## src/rtl/cacheline_adaptor.sv

```systemverilog
// cacheline_adaptor: 256-bit line requests <-> four 64-bit pmem bursts.
// Ports: clk/rst, mem_* (arbiter side), pmem_* (memory side); CACHELINE_ADAPTOR_ALIGN_EN aligns pmem_address.
module cacheline_adaptor (
  input  logic         clk,
  input  logic         rst,
  input  logic         mem_read,
  input  logic         mem_write,
  input  logic [31:0]  mem_address,
  input  logic [255:0] mem_wdata,
  output logic [255:0] mem_rdata,
  output logic         mem_resp,
  output logic         pmem_read,
  output logic         pmem_write,
  output logic [31:0]  pmem_address,
  output logic [63:0]  pmem_wdata,
  input  logic [63:0]  pmem_rdata,
  input  logic         pmem_resp
);

  typedef enum logic [1:0] {
    IDLE,
    READ,
    WRITE,
    DONE
  } state_e;

  state_e         state_q, state_d;
  logic [1:0]     beat_q, beat_d;
  logic [255:0]   line_q, line_d;
  logic [31:0]    addr_q, addr_d;
  logic [7:0]     beat_lsb;
  logic           busy;
  logic [31:0]    addr_out;

  assign beat_lsb = {beat_q, 6'd0};

  always_ff @(posedge clk) begin
    if (rst) begin
      state_q <= IDLE;
      beat_q  <= 2'd0;
      line_q  <= '0;
      addr_q  <= '0;
    end else begin
      state_q <= state_d;
      beat_q  <= beat_d;
      line_q  <= line_d;
      addr_q  <= addr_d;
    end
  end

  always_comb begin
    state_d = state_q;
    beat_d  = beat_q;
    line_d  = line_q;
    addr_d  = addr_q;
    unique case (state_q)
      IDLE: begin
        // write has priority when both requests are raised
        if (mem_write) begin
          addr_d  = mem_address;
          line_d  = mem_wdata;
          beat_d  = 2'd0;
          state_d = WRITE;
        end else if (mem_read) begin
          addr_d  = mem_address;
          beat_d  = 2'd0;
          state_d = READ;
        end
      end
      READ: begin
        if (pmem_resp) begin
          line_d[beat_lsb +: 64] = pmem_rdata;
          beat_d = beat_q + 2'd1;
          if (beat_q == 2'd3) state_d = DONE;
        end
      end
      WRITE: begin
        if (pmem_resp) begin
          beat_d = beat_q + 2'd1;
          if (beat_q == 2'd3) state_d = DONE;
        end
      end
      DONE: begin
        state_d = IDLE;
      end
    endcase
  end

`ifdef CACHELINE_ADAPTOR_ALIGN_EN
  assign addr_out = {addr_q[31:5], 5'b0};
`else
  assign addr_out = addr_q;
`endif

  assign pmem_read    = (state_q == READ);
  assign pmem_write   = (state_q == WRITE);
  assign mem_resp     = (state_q == DONE);
  assign busy         = pmem_read | pmem_write;
  assign mem_rdata    = line_q;
  assign pmem_address = busy ? addr_out : 32'd0;
  assign pmem_wdata   = pmem_write ? line_q[beat_lsb +: 64] : 64'd0;

endmodule

```

## config.mk

```make
export PLATFORM = sky130hd
export DESIGN_NAME = cacheline_adaptor
export DESIGN_NICKNAME = d
export VERILOG_FILES = /design/src/rtl/cacheline_adaptor.sv
export SDC_FILE = /design/constraint.sdc
export NUM_CORES = 1
export LEC_CHECK = 0
export BUFFER_PORTS_ARGS = -buffer_cell sky130_fd_sc_hd__clkbuf_2
export CAP_MARGIN = 20
export CORE_AREA = 2 2 275 277
export DETAILED_ROUTE_END_ITERATION = 8
export DIE_AREA = 0 0 277 279
export PLACE_DENSITY = 0.48
export REMOVE_ABC_BUFFERS = 1
export SETUP_SLACK_MARGIN = 0.15
export SYNTH_ARGS = -nofsm -noshare
export SYNTH_HDL_FRONTEND = slang
export SYNTH_SLANG_ARGS = --single-unit
```

## constraint.sdc

```tcl
create_clock -name clk -period 2.5 [get_ports clk]
set_input_delay 0.125 -clock clk [delete_from_list [all_inputs] [get_ports clk]]
set_output_delay 0.125 -clock clk [all_outputs]
set_load 0.005 [all_outputs]
```

==> results by group, run 1 <==
Synth
  • Adder-cell area share of the yosys netlist: 0.624%
  • FFs w/ async S/R, synth: 0%
  • Dominant combinational cell family by area after synthesis: compound AO/OA/AOI/OAI gates
  • FF+latch count, synth: 292
  • XOR/XNOR share of the synthesized area: 0%
  • Library cells used by synthesis: 29
  • Portion of the post-synthesis area used by sequential elements: 32.4%
  • Top FF cell, synth: sky130_fd_sc_hd__dfxtp_1
  • Syn avg cell area: 9.66 sq um
  • Synthesized-area fraction occupied by ao, oa, aoi and oai cells: 29.3%
  • Warnings, synthesis: 0
  • Multiplexer fraction of the synthesized cell area: 8.18%
  • Area fraction in and, or, nand and nor cells after synthesis: between 20% and 30%
  • Area share of the largest cell type after synthesis: between 30% and 40%
  • Instance count of the mapped netlist: 1868
  • Cell area after technology mapping: 18100 sq um
  • Cell type with the largest total area after synthesis: sky130_fd_sc_hd__dfxtp_1
  • Cells taking the most area after synthesis: sky130_fd_sc_hd__dfxtp_1, sky130_fd_sc_hd__a311oi_2, sky130_fd_sc_hd__nand2b_1
  • Post-synth EDFFs: 0

Critical path
  • Cell with the biggest individual delay on the critical path: sky130_fd_sc_hd__mux4_2
  • Biggest cell delay along the critical path: 510 ps
  • Worst Setup End Kind: output port
  • Signal arrival time at the worst endpoint: 2200 ps
  • Critical path, cell by cell: buf_4, buf_16, mux4_2, and2_1, clkbuf_2
  • Startpoint kind of the worst setup timing path: flop
  • Buffers & Inverters on Critical Path: 3
  • Critical path's top delay family: multiplexers
  • Crit Path Class: reg2out
  • Endpoint required time on the critical path: 2380 ps
  • Crit path max fanout: 10

Power and ir drop
  • Clock network fraction of total power: between 10% and 20%
  • Internal power contribution: 16.7 mW
  • Power density relative to cell area: 1060 nW/um^2
  • Leakage power of the design: ~11 nW
  • Combinational cell fraction of total power: a little over half
  • Sequential group share of total power: ~29%
  • Switching component of the power: 12.8 mW
  • Max IR drop VDD: 584 uV
  • Switch share: 43.4%

Cells and area
  • Core Util, Final: 37.4%
  • P&R area growth vs syn: 53.6%
  • Final #Nets: about 3200
  • Number of cells in the finished layout apart from fillers: approximately 3800
  • Proportion of layout cells with a drive suffix above 1: a little over two fifths

Global route
  • GR Util All Layers: 23.4%
  • Total grt overflow: 0
  • Initial antenna violation count: 5
  • First-pass GRT wire length: 138 mm
  • Maximum number of pins on one net before global-route repair: 139
  • Number of global-route vias before repair: roughly 21000

STA
  • Final max-slew violation count: 0
  • Final setup violating endpoints: 0
  • Setup skew after layout: 19.1 ps
  • Actual slew at the worst max-slew pin: 843 ps
  • Period minus WS final: 2330 ps
  • Relative slew margins: 43.8%
  • Maximum clock frequency: 429 MHz
  • Number of failing hold endpoints at the final stage: 0
  • Total Neg Setup Slack: 0 ps
  • Post-route clock period utilization: 93.1%
  • Worst Hold Slack: 107 ps
  • RSZ-0062 raised after global routing: true

Drt
  • Average wire per cell in the routed design: roughly 25 um
  • Length of the first detailed-routing pass in iterations: 7
  • Number of remaining DRC errors: 0
  • Detailed Route Iter0 Violations: approximately 1300
  • DR vias: 20200
  • Number of nets with antenna violations after detailed routing: 0
  • Vias per inst: 5.30
  • Final WL: 94.3 mm

Status
  • Run status: finished, final reports clean

Placed design
  • Post-detail-place hpwl: 60.6 mm
  • Routability cong.: 0.893
  • Count of buffers inserted at the top-level ports: around 710
  • Number of cells after detailed placement: between 3000 and 4000

Floorplan
  • Count of pins on the block boundary: ~710
  • Core Box Area: 74100 sq um
  • Cell row count: 100
  • Overall die area: 77300 sq um
  • Initial core utilization: 24.4%
  • Die boundary width: 277 um
  • Chip height: 279 um

Clock network
  • Clock tree from TritonCTS: done
  • Worst skew pair latency: approximately 560 ps
  • Number of buffers between clock root and the deepest sink: 3
  • Clock edge transition at the registers on the reported setup and hold paths: ~50 ps
  • Clock net sink count: around 290
  • Library cell used as clock root buffer: sky130_fd_sc_hd__clkbuf_16
  • Number of H-tree levels: 2
  • Clock buffer count from CTS: 40

Min path
  • Type of the tightest min-delay check: in2reg

Flow run
  • Maxcap violations: 0
-- cells by family after synthesis --
kind of cell	Yosys count
adder cells (fa/ha/maj)	9
AO/OA/AOI/OAI	559
buffers and inverters	253
flip-flops	292
AND/OR/NAND/NOR	688
multiplexers	67
-- stage by stage --
step	area, sq um	setup WS (ps)	power [mW]
2_1_floorplan	16700	-5390	15.9
3_3_place_gp	22700	135	22.9
3_5_place_dp	22700	131	23.1
4_1_cts	27700	116	29.6
5_1_grt	27700	113	31.0
6_report	27700	171	29.5
-- area by class of cell --
type / count / area, sq um
fillers: 7443 / 46300
multi-input cells: 1323 / 11000
repair buffers: 1153 / 8380
flip-flops and latches: 292 / 5850
well taps: 969 / 1210
clock buffers: 58 / 1170
clock inverters: 11 / 72.6
inverters: 4 / 15.0
diodes: 3 / 7.51
-- repair_timing --
action	CTS	global route
hold buffers	353	0
gates resized for setup	10	5
pin swaps	0	0
setup buffers	5	0
gates cloned	4	1
hold endpoints to repair	290	0
endpoints found under the setup margin	115	81
-- final timing paths --
kind | startpoint | to | slack, ps | depth (start not counted)
max | beat_q[0]$_SDFFE_PP0P_ | pmem_wdata[46] | 170 | 5
min | mem_read | beat_q[1]$_SDFFE_PP0P_ | 110 | 4
max reg2reg | beat_q[0]$_SDFFE_PP0P_ | mem_rdata[104]$_SDFFE_PP0P_ | 210 | 6
min reg2reg | addr_out[29]$_SDFFE_PP0P_ | addr_out[29]$_SDFFE_PP0P_ | 450 | 2
-- cell usage after synthesis, types with 2 or more instances --
library cell,count
sky130_fd_sc_hd__nor2b_1,4
sky130_fd_sc_hd__buf_1,7
sky130_fd_sc_hd__nand4_1,130
sky130_fd_sc_hd__clkbuf_1,121
sky130_fd_sc_hd__nand3_1,129
sky130_fd_sc_hd__buf_4,8
sky130_fd_sc_hd__buf_6,34
sky130_fd_sc_hd__and2_1,100
sky130_fd_sc_hd__buf_2,79
sky130_fd_sc_hd__ha_1,9
sky130_fd_sc_hd__mux4_2,64
sky130_fd_sc_hd__a21oi_1,293
sky130_fd_sc_hd__dfxtp_1,292
sky130_fd_sc_hd__nand2b_1,256
sky130_fd_sc_hd__a311oi_1,17
sky130_fd_sc_hd__nand2_1,64
sky130_fd_sc_hd__inv_1,4
sky130_fd_sc_hd__mux2i_1,2
sky130_fd_sc_hd__a311oi_2,240
sky130_fd_sc_hd__o21ai_0,2
sky130_fd_sc_hd__a21bo_2,5
-- layer usage --
metal / share of wire (%) / global-route usage, %
met4: 3.5 / 9.00
met3: 6.7 / 4.40
met5: 0.024 / 0
met2: 49 / 40.1
met1: 41 / 29.1
-- tightest hold or removal path, cell delays in order --
cell and delay, ps:
sky130_fd_sc_hd__clkbuf_2 190, sky130_fd_sc_hd__nor3b_1 90, sky130_fd_sc_hd__o21ai_0 150, sky130_fd_sc_hd__a21oi_1 60
-- power by group through the flow --
| stage | combinational [mW] | clock, mW | sequential, mW |
|---|---|---|---|
| CTS | 15.4 | 5.67 | 8.50 |
| floorplan | 7.71 | 0 | 8.15 |
| global placement | 14.3 | 0 | 8.52 |
| global route | 16.4 | 5.85 | 8.73 |
| finish | 15.4 | 5.56 | 8.54 |
| detailed placement | 14.6 | 0 | 8.56 |
-- cell usage in the layout, fill, tap and decap left out, types with 2 or more instances in the layout --
| master | synthesis | final |
|---|---|---|
| sky130_fd_sc_hd__clkbuf_2 | 0 | 709 |
| sky130_fd_sc_hd__dlygate4sd3_1 | 0 | 353 |
| sky130_fd_sc_hd__a21oi_1 | 293 | 293 |
| sky130_fd_sc_hd__dfxtp_1 | 292 | 290 |
| sky130_fd_sc_hd__nand2b_1 | 256 | 256 |
| sky130_fd_sc_hd__a311oi_2 | 240 | 240 |
| sky130_fd_sc_hd__nand4_1 | 130 | 130 |
| sky130_fd_sc_hd__nand3_1 | 129 | 129 |
| sky130_fd_sc_hd__and2_1 | 100 | 96 |
| sky130_fd_sc_hd__mux4_2 | 64 | 64 |
| sky130_fd_sc_hd__nand2_1 | 64 | 64 |
| sky130_fd_sc_hd__clkbuf_16 | 0 | 42 |
| sky130_fd_sc_hd__buf_4 | 8 | 42 |
| sky130_fd_sc_hd__buf_12 | 0 | 36 |
| sky130_fd_sc_hd__a311oi_1 | 17 | 17 |
| sky130_fd_sc_hd__clkbuf_1 | 121 | 9 |
| sky130_fd_sc_hd__clkbuf_8 | 0 | 8 |
| sky130_fd_sc_hd__clkinv_2 | 0 | 6 |
| sky130_fd_sc_hd__ha_4 | 0 | 5 |
| sky130_fd_sc_hd__buf_16 | 0 | 5 |
| sky130_fd_sc_hd__inv_1 | 4 | 4 |
| sky130_fd_sc_hd__a21bo_4 | 0 | 4 |
| sky130_fd_sc_hd__and2_4 | 0 | 4 |
| sky130_fd_sc_hd__buf_6 | 34 | 4 |
| sky130_fd_sc_hd__diode_2 | 0 | 3 |
| sky130_fd_sc_hd__nor2b_4 | 0 | 3 |
| sky130_fd_sc_hd__ha_1 | 9 | 3 |
| sky130_fd_sc_hd__inv_6 | 0 | 3 |
| sky130_fd_sc_hd__mux2i_1 | 2 | 2 |
| sky130_fd_sc_hd__o21ai_0 | 2 | 2 |
| sky130_fd_sc_hd__dfxtp_4 | 0 | 2 |
-- registers in the layout (all words and copies together), names as in the netlist --
| name | count |
|---|---|
| addr_out | 32 |
| beat_q | 2 |
| mem_rdata | 256 |
| state_q | 2 |
(Power assumes the default switching activity.)
==> inputs of run 2 (changes only) <==
--- a/config.mk
+++ b/config.mk
@@ -13,6 +13,7 @@
 export PLACE_DENSITY = 0.48
 export REMOVE_ABC_BUFFERS = 1
 export SETUP_SLACK_MARGIN = 0.15
+export SLEW_MARGIN = 5
 export SYNTH_ARGS = -nofsm -noshare
 export SYNTH_HDL_FRONTEND = slang
 export SYNTH_SLANG_ARGS = --single-unit
==> constraint.sdc (replaced) <==
create_clock -name clk -period 2.1 [get_ports clk]
set_input_delay 0.105 -clock clk [delete_from_list [all_inputs] [get_ports clk]]
set_output_delay 0.105 -clock clk [all_outputs]
set_load 0.005 [all_outputs]
==> run 2 against run 1 <==
  * The flow now finishes with violations (setup timing)
  * Cell count increased by 2.3%
  * Non-clock buffer count increased by 90
  * Largest cell class unchanged
  * Setup slack got worse by 390 ps
  * Sequential power increased by 19%
  * Die area unchanged
  * Count of clock-buffer cells in the layout decreased by 3
  * Sequential share of layout area decreased by 1.5 points
  * Global-route usage increased by 2.2 points
  * First-iteration DRC count increased by 21%
  * Combinational power increased by 34%
  * Flip-flop and latch count unchanged
  * Hold slack got worse by 74 ps
==> results by group, run 2 (synthesis results as in run 1) <==
Status
  • Run status: finished with violations
  • Violated checks: setup timing

Critical path
  • Timing startpoint of the critical path: beat_q[0]$_SDFFE_PP0P_
  • Setup slack of the worst register-to-register path: -170 ps
  • Cell with the biggest individual delay on the critical path: sky130_fd_sc_hd__mux4_2
  • Signal arrival time at the worst endpoint: approximately 2200 ps
  • Endpoint required time on the critical path: 2000 ps
  • Startpoint kind of the worst setup timing path: flop
  • Crit Path Class: reg2out
  • Reg2Reg Launch Point: beat_q[0]$_SDFFE_PP0P_
  • Most Frequent Cell on Critical Path: sky130_fd_sc_hd__buf_16
  • Critical path, cell by cell: buf_16, buf_16, buf_12, mux4_2, and2_4, clkbuf_2
  • Termination of the worst setup path: pmem_wdata[46]
  • Buffers & Inverters on Critical Path: 4
  • Biggest cell delay along the critical path: 510 ps
  • FF-to-FF End: mem_rdata[83]$_SDFFE_PP0P_
  • Worst Setup End Kind: output port
  • Worst reg-to-reg path cell count: 9
  • Number of cells on the critical path: 6
  • Crit path max fanout: 7
  • Critical path's top delay family: buffers and inverters

Global route
  • Number of global-route vias before repair: 21800
  • Maximum number of pins on one net before global-route repair: 69
  • Initial antenna violation count: 6
  • First-pass GRT wire length: 148 mm
  • Total grt overflow: 0
  • GR Util All Layers: around a quarter

Cells and area
  • Most frequent cells in the layout: sky130_fd_sc_hd__clkbuf_2, sky130_fd_sc_hd__dlygate4sd3_1, sky130_fd_sc_hd__a21oi_1
  • Final instance area: 29900 sq um
  • Most common cell after layout, fill and taps aside: sky130_fd_sc_hd__clkbuf_2
  • Number of flip-flops in the largest register: 256
  • Number of cells in the finished layout apart from fillers: around 3900
  • Core Util, Final: 40.3%
  • Proportion of layout cells with a drive suffix above 1: ~46%
  • P&R area growth vs syn: 65.5%
  • Final #Nets: roughly 3300

Drt
  • Number of remaining DRC errors: 0
  • Detailed Route Iter0 Violations: 1627
  • Number of nets with antenna violations after detailed routing: 0
  • Average wire per cell in the routed design: 27.0 um
  • Length of the first detailed-routing pass in iterations: 5
  • Final WL: around 110 mm
  • Vias per inst: 5.45
  • DR vias: 21300

STA
  • Minimum setup slack in the final design: -220 ps
  • Final max-slew violation count: 0
  • Period minus WS final: approximately 2300 ps
  • Number of failing hold endpoints at the final stage: 0
  • Maximum clock frequency: 431 MHz
  • Worst Hold Slack: 32.5 ps
  • RSZ-0062 raised after global routing: true
  • Post-route clock period utilization: 110%
  • Final setup violating endpoints: a little under 300
  • Relative slew margins: 52.5%
  • Setup skew after layout: 15.9 ps
  • Actual slew at the worst max-slew pin: 712 ps

Power and ir drop
  • Max IR drop VDD: 692 uV
  • Leakage power of the design: about 12 nW
  • Overall Power: 37.6 mW
  • Power density relative to cell area: 1260 nW/um^2

Clock network
  • Clock net sink count: 292
  • Number of H-tree levels: 2
  • Clock buffer count from CTS: 38
  • Number of buffers between clock root and the deepest sink: 3
  • Worst skew pair latency: around 560 ps
  • Clock tree from TritonCTS: done
  • Library cell used as clock root buffer: sky130_fd_sc_hd__clkbuf_16
  • Clock edge transition at the registers on the reported setup and hold paths: roughly 60 ps

Placed design
  • Number of cells after detailed placement: 3390
  • Routability cong.: 0.866
  • Total cell area at the placement stage: 23000 sq um
  • Count of buffers inserted at the top-level ports: 711
  • Post-detail-place hpwl: about 60 mm

Floorplan
  • Cell row count: 100
  • Chip height: 279 um
  • Die boundary width: approximately 280 um
  • Initial core utilization: between 20 and 25%
  • Overall die area: 77300 sq um
  • Count of pins on the block boundary: 712
  • Core Box Area: 74100 sq um

Min path
  • Type of the tightest min-delay check: in2reg

Flow run
  • Maxcap violations: 0
## run 2: changes by cell type in the layout (fill, tap and decap cells not counted), moves of 5 or more
cell and delta:
sky130_fd_sc_hd__and2_1 -49, sky130_fd_sc_hd__and2_4 +49, sky130_fd_sc_hd__buf_16 +36, sky130_fd_sc_hd__buf_12 +14, sky130_fd_sc_hd__buf_4 +14, sky130_fd_sc_hd__buf_6 +8
sky130_fd_sc_hd__bufbuf_16 +8, sky130_fd_sc_hd__clkbuf_16 +7, sky130_fd_sc_hd__a311oi_1 -5, sky130_fd_sc_hd__a311oi_2 +5, sky130_fd_sc_hd__buf_8 +5
## run 2: metrics by stage
step	setup WS, ps	TNS, ps
after floorplan	-5790	-1518170
final	-220	-24680
after global placement	43.3	0
after detailed placement	12.0	0
after global routing	-259	-43600
after CTS	-261	-20960
## run 2: metal layers
metal | GRT usage, % | vias to the layer above | wire [um]
li1 | - | 9205 | -
met1 | 31.6 | 10500 | 42300
met2 | 44.1 | 1231 | 51200
met3 | 4.60 | 268 | 7800
met4 | 10.3 | 4 | 4000
met5 | 0 | - | 23
## run 2: final cells by class
type,instances,area (sq um)
clock buffer,55,1170
clock inverter,12,95.1
fill,7187,44200
multi-input combinational,1323,11200
antenna,4,10.0
sequential,292,5850
tap,969,1210
inverter,4,18.8
timing repair buffer,1243,10300
## run 2: how the worst min path moves through the flow
stage	from	end	slack [ps]	cells after the start
3_3_place_gp	mem_address[14]	addr_out[14]$_SDFFE_PP0P_	330	3
5_1_grt	mem_write	state_q[1]$_SDFFE_PP0P_	50	3
6_report	mem_write	state_q[1]$_SDFFE_PP0P_	30	3
4_1_cts	mem_write	state_q[1]$_SDFFE_PP0P_	4	3
3_5_place_dp	mem_address[27]	addr_out[27]$_SDFFE_PP0P_	340	3
2_1_floorplan	rst	mem_rdata[100]$_SDFFE_PP0P_	170	1
## run 2: timing repair
action,4_1_cts,5_1_grt
gates resized for setup,95,38
gates cloned,33,8
pin swaps,5,5
hold endpoints to repair,290,0
hold buffers,354,0
setup endpoints to repair,281,324
setup buffers,44,2
## run 2: worst min-delay path, delay by kind of cell
kind / cells / cell delay (ps)
AOI/OAI and AO/OA: 1 / 100
buffers and inverters: 1 / 160
muxes: 1 / 170
## run 2: report_power, final
| part | leakage [nW] | internal [mW] | switching (mW) | total, mW |
|---|---|---|---|---|
| Combinational | 8.78 | 9.64 | 11.0 | 20.6 |
| Sequential | 2.42 | 7.85 | 2.40 | 10.2 |
| Clock | 0.630 | 3.99 | 2.75 | 6.74 |
| Total | 11.8 | 21.5 | 16.1 | 37.6 |
==> inputs of run 3 (changes only) <==
--- a/config.mk
+++ b/config.mk
@@ -7,10 +7,12 @@
 export LEC_CHECK = 0
 export BUFFER_PORTS_ARGS = -buffer_cell sky130_fd_sc_hd__clkbuf_2
 export CAP_MARGIN = 20
+export CELL_PAD_IN_SITES_DETAIL_PLACEMENT = 0
+export CELL_PAD_IN_SITES_GLOBAL_PLACEMENT = 2
 export CORE_AREA = 2 2 275 277
 export DETAILED_ROUTE_END_ITERATION = 8
 export DIE_AREA = 0 0 277 279
-export PLACE_DENSITY = 0.48
+export PLACE_DENSITY = 0.76
 export REMOVE_ABC_BUFFERS = 1
 export SETUP_SLACK_MARGIN = 0.15
 export SLEW_MARGIN = 5
==> run 3 against run 2 <==
  * The run still ends with setup timing left
  * Power fell by 4.3%
  * Largest cell class unchanged
  * Critical endpoint is now pmem_wdata[19]
  * Sequential share of layout area rose by 0.82 points
  * Clock power fell by 2%
  * Count of clock-buffer cells in the layout rose by 4
  * Combinational power fell by 7%
  * Cell count fell by 1.1%
  * Global-route usage fell by 2.1 points
  * Maximum frequency rose by 3.3%
  * First-iteration DRC count fell by 0.98%
  * Hold slack improved by 310 ps
  * Sequential power barely moved
  * Design area fell by 4.0%
==> results by group, run 3 (synthesis results as in run 1) <==
Floorplan
  • Die boundary width: 277 um
  • Initial core utilization: about 24%
  • Overall die area: 77300 sq um
  • Core Box Area: between 70000 and 80000 sq um
  • Count of pins on the block boundary: 712
  • Chip height: 279 um
  • Cell row count: 100

Global route
  • GR Util All Layers: 23.5%
  • Number of global-route vias before repair: about 21000
  • First-pass GRT wire length: 139 mm
  • Total grt overflow: 0
  • Initial antenna violation count: 4
  • Maximum number of pins on one net before global-route repair: between 70 and 80

STA
  • Number of failing hold endpoints at the final stage: 0
  • Relative slew margins: around 50%
  • RSZ-0062 raised after global routing: true
  • Period minus WS final: 2250 ps
  • Final setup violating endpoints: about 140
  • Maximum clock frequency: roughly 450 MHz
  • Actual slew at the worst max-slew pin: 750 ps
  • Post-route clock period utilization: 107%
  • Minimum setup slack in the final design: -146 ps
  • Setup skew after layout: 17.4 ps
  • Final max-slew violation count: 0

Min path
  • Type of the tightest min-delay check: in2reg
  • Startpoint of the most critical hold path: mem_address[27]
  • Hold EP: addr_out[27]$_SDFFE_PP0P_
  • Number of cells on the worst hold path: 4

Clock network
  • Worst skew pair latency: 550 ps
  • Number of H-tree levels: 2
  • Library cell used as clock root buffer: sky130_fd_sc_hd__clkbuf_16
  • Clock net sink count: 292
  • Clock tree from TritonCTS: done
  • Clock edge transition at the registers on the reported setup and hold paths: 60 ps
  • Number of buffers between clock root and the deepest sink: 3
  • Clock buffer count from CTS: 38

Power and ir drop
  • Sequential group share of total power: 28.3%
  • Leakage power of the design: 11.3 nW
  • Power density relative to cell area: around 1300 nW/um^2
  • Internal power contribution: 20.6 mW
  • Switching component of the power: approximately 15 mW
  • Combinational cell fraction of total power: 53.3%
  • Clock network fraction of total power: 18.4%
  • Max IR drop VDD: roughly 600 uV
  • Switch share: 42.6%

Placed design
  • Number of cells after detailed placement: 3393
  • Count of buffers inserted at the top-level ports: 711
  • Post-detail-place hpwl: 59.1 mm
  • Routability cong.: 0.860

Cells and area
  • P&R area growth vs syn: 58.9%
  • Final #Nets: 3222
  • Most common cell after layout, fill and taps aside: sky130_fd_sc_hd__clkbuf_2
  • Number of cells in the finished layout apart from fillers: 3858
  • Proportion of layout cells with a drive suffix above 1: 43.3%
  • Most frequent cells in the layout: sky130_fd_sc_hd__clkbuf_2, sky130_fd_sc_hd__dlygate4sd3_1, sky130_fd_sc_hd__a21oi_1
  • Core Util, Final: 38.7%
  • Number of flip-flops in the largest register: 256

Drt
  • Length of the first detailed-routing pass in iterations: 7
  • Detailed Route Iter0 Violations: around 1600
  • DR vias: 20500
  • Vias per inst: approximately 5.3
  • Number of nets with antenna violations after detailed routing: 0
  • Average wire per cell in the routed design: 24.8 um
  • Final WL: 95.7 mm
  • Number of remaining DRC errors: 0

Critical path
  • Endpoint required time on the critical path: 2000 ps
  • Critical path, cell by cell: buf_6, buf_16, mux4_2, and2_1, clkbuf_2
  • Cell with the biggest individual delay on the critical path: sky130_fd_sc_hd__mux4_2
  • Worst reg-to-reg path cell count: 8
  • Worst Setup End Kind: output port
  • Biggest cell delay along the critical path: ~500 ps
  • Buffers & Inverters on Critical Path: 3
  • Signal arrival time at the worst endpoint: 2140 ps
  • FF-to-FF End: mem_rdata[114]$_SDFFE_PP0P_
  • Crit path max fanout: 6
  • Crit Path Class: reg2out
  • Startpoint kind of the worst setup timing path: flop
  • Critical path's top delay family: buffers and inverters
  • Reg2Reg Launch Point: beat_q[0]$_SDFFE_PP0P_
  • Setup slack of the worst register-to-register path: -60 ps

Status
  • Violated checks: setup timing
  • Run status: finished with violations

Flow run
  • Maxcap violations: 0
-- run 3: what timing repair did --
| action | 4_1_cts | 5_1_grt |
|---|---|---|
| hold endpoints to repair | 290 | 0 |
| cloned | 15 | 2 |
| gates resized for setup | 33 | 17 |
| setup endpoints to repair | 280 | 323 |
| hold buffers | 356 | 0 |
| setup buffers | 18 | 1 |
| pin swaps | 2 | 0 |
-- run 3: power groups by stage --
stage | combinational (mW) | sequential, mW | clock, mW
2_1_floorplan | 9.16 | 9.66 | 0
3_3_place_gp | 17.2 | 10.2 | 0
3_5_place_dp | 17.4 | 10.2 | 0
4_1_cts | 19.0 | 10.2 | 6.75
5_1_grt | 20.4 | 10.4 | 6.95
6_report | 19.2 | 10.2 | 6.62
-- run 3: how the worst max path moves through the flow --
stage,start,to,depth (start not counted)
global placement,beat_q[0]$_SDFFE_PP0P_,mem_rdata[170]$_SDFFE_PP0P_,5
CTS,beat_q[0]$_SDFFE_PP0P_,pmem_wdata[32],6
detailed placement,beat_q[0]$_SDFFE_PP0P_,mem_rdata[109]$_SDFFE_PP0P_,5
floorplan,beat_q[0]$_SDFFE_PP0P_,mem_rdata[192]$_SDFFE_PP0P_,5
global route,beat_q[0]$_SDFFE_PP0P_,pmem_wdata[32],6
finish,beat_q[0]$_SDFFE_PP0P_,pmem_wdata[19],5
-- run 3: layer usage --
metal  vias to the layer above  track usage, %  share of wire, %
met5                         -               0                 0
met4                         0            8.74               3.8
met3                       188            4.23               7.0
met2                      1051            40.7                49
met1                     10100            29.0                40
li1                       9113               -                 -
-- run 3: layout make-up --
cell class	count	area (sq um)
fill	7432	45400
multi-input combinational	1323	11100
timing repair buffer	1197	9280
sequential	292	5850
tap	969	1210
clock buffer	59	1190
clock inverter	10	56.3
inverter	4	15.0
antenna	4	10.0
-- run 3: worst register-to-register path, cell delays in order, from the launching register on --
cell and delay, ps:
sky130_fd_sc_hd__dfxtp_4 370, sky130_fd_sc_hd__buf_12 140, sky130_fd_sc_hd__inv_1 130, sky130_fd_sc_hd__ha_4 230, sky130_fd_sc_hd__and3b_4 350, sky130_fd_sc_hd__buf_12 160
sky130_fd_sc_hd__bufbuf_16 310, sky130_fd_sc_hd__nand4_1 120, sky130_fd_sc_hd__a311oi_2 250
-- run 3: through the flow --
step | hold slack, ps | power, mW | setup TNS (ps) | instance area [sq um] | setup slack [ps]
floorplan | 173 | 18.8 | -1518170 | 16700 | -5790
global placement | 333 | 27.4 | 0 | 23000 | 70.0
detailed placement | 339 | 27.6 | 0 | 23000 | 16.9
CTS | 305 | 35.9 | -10590 | 28600 | -175
global route | 326 | 37.8 | -23190 | 28700 | -223
finish | 341 | 36.0 | -8310 | 28700 | -146
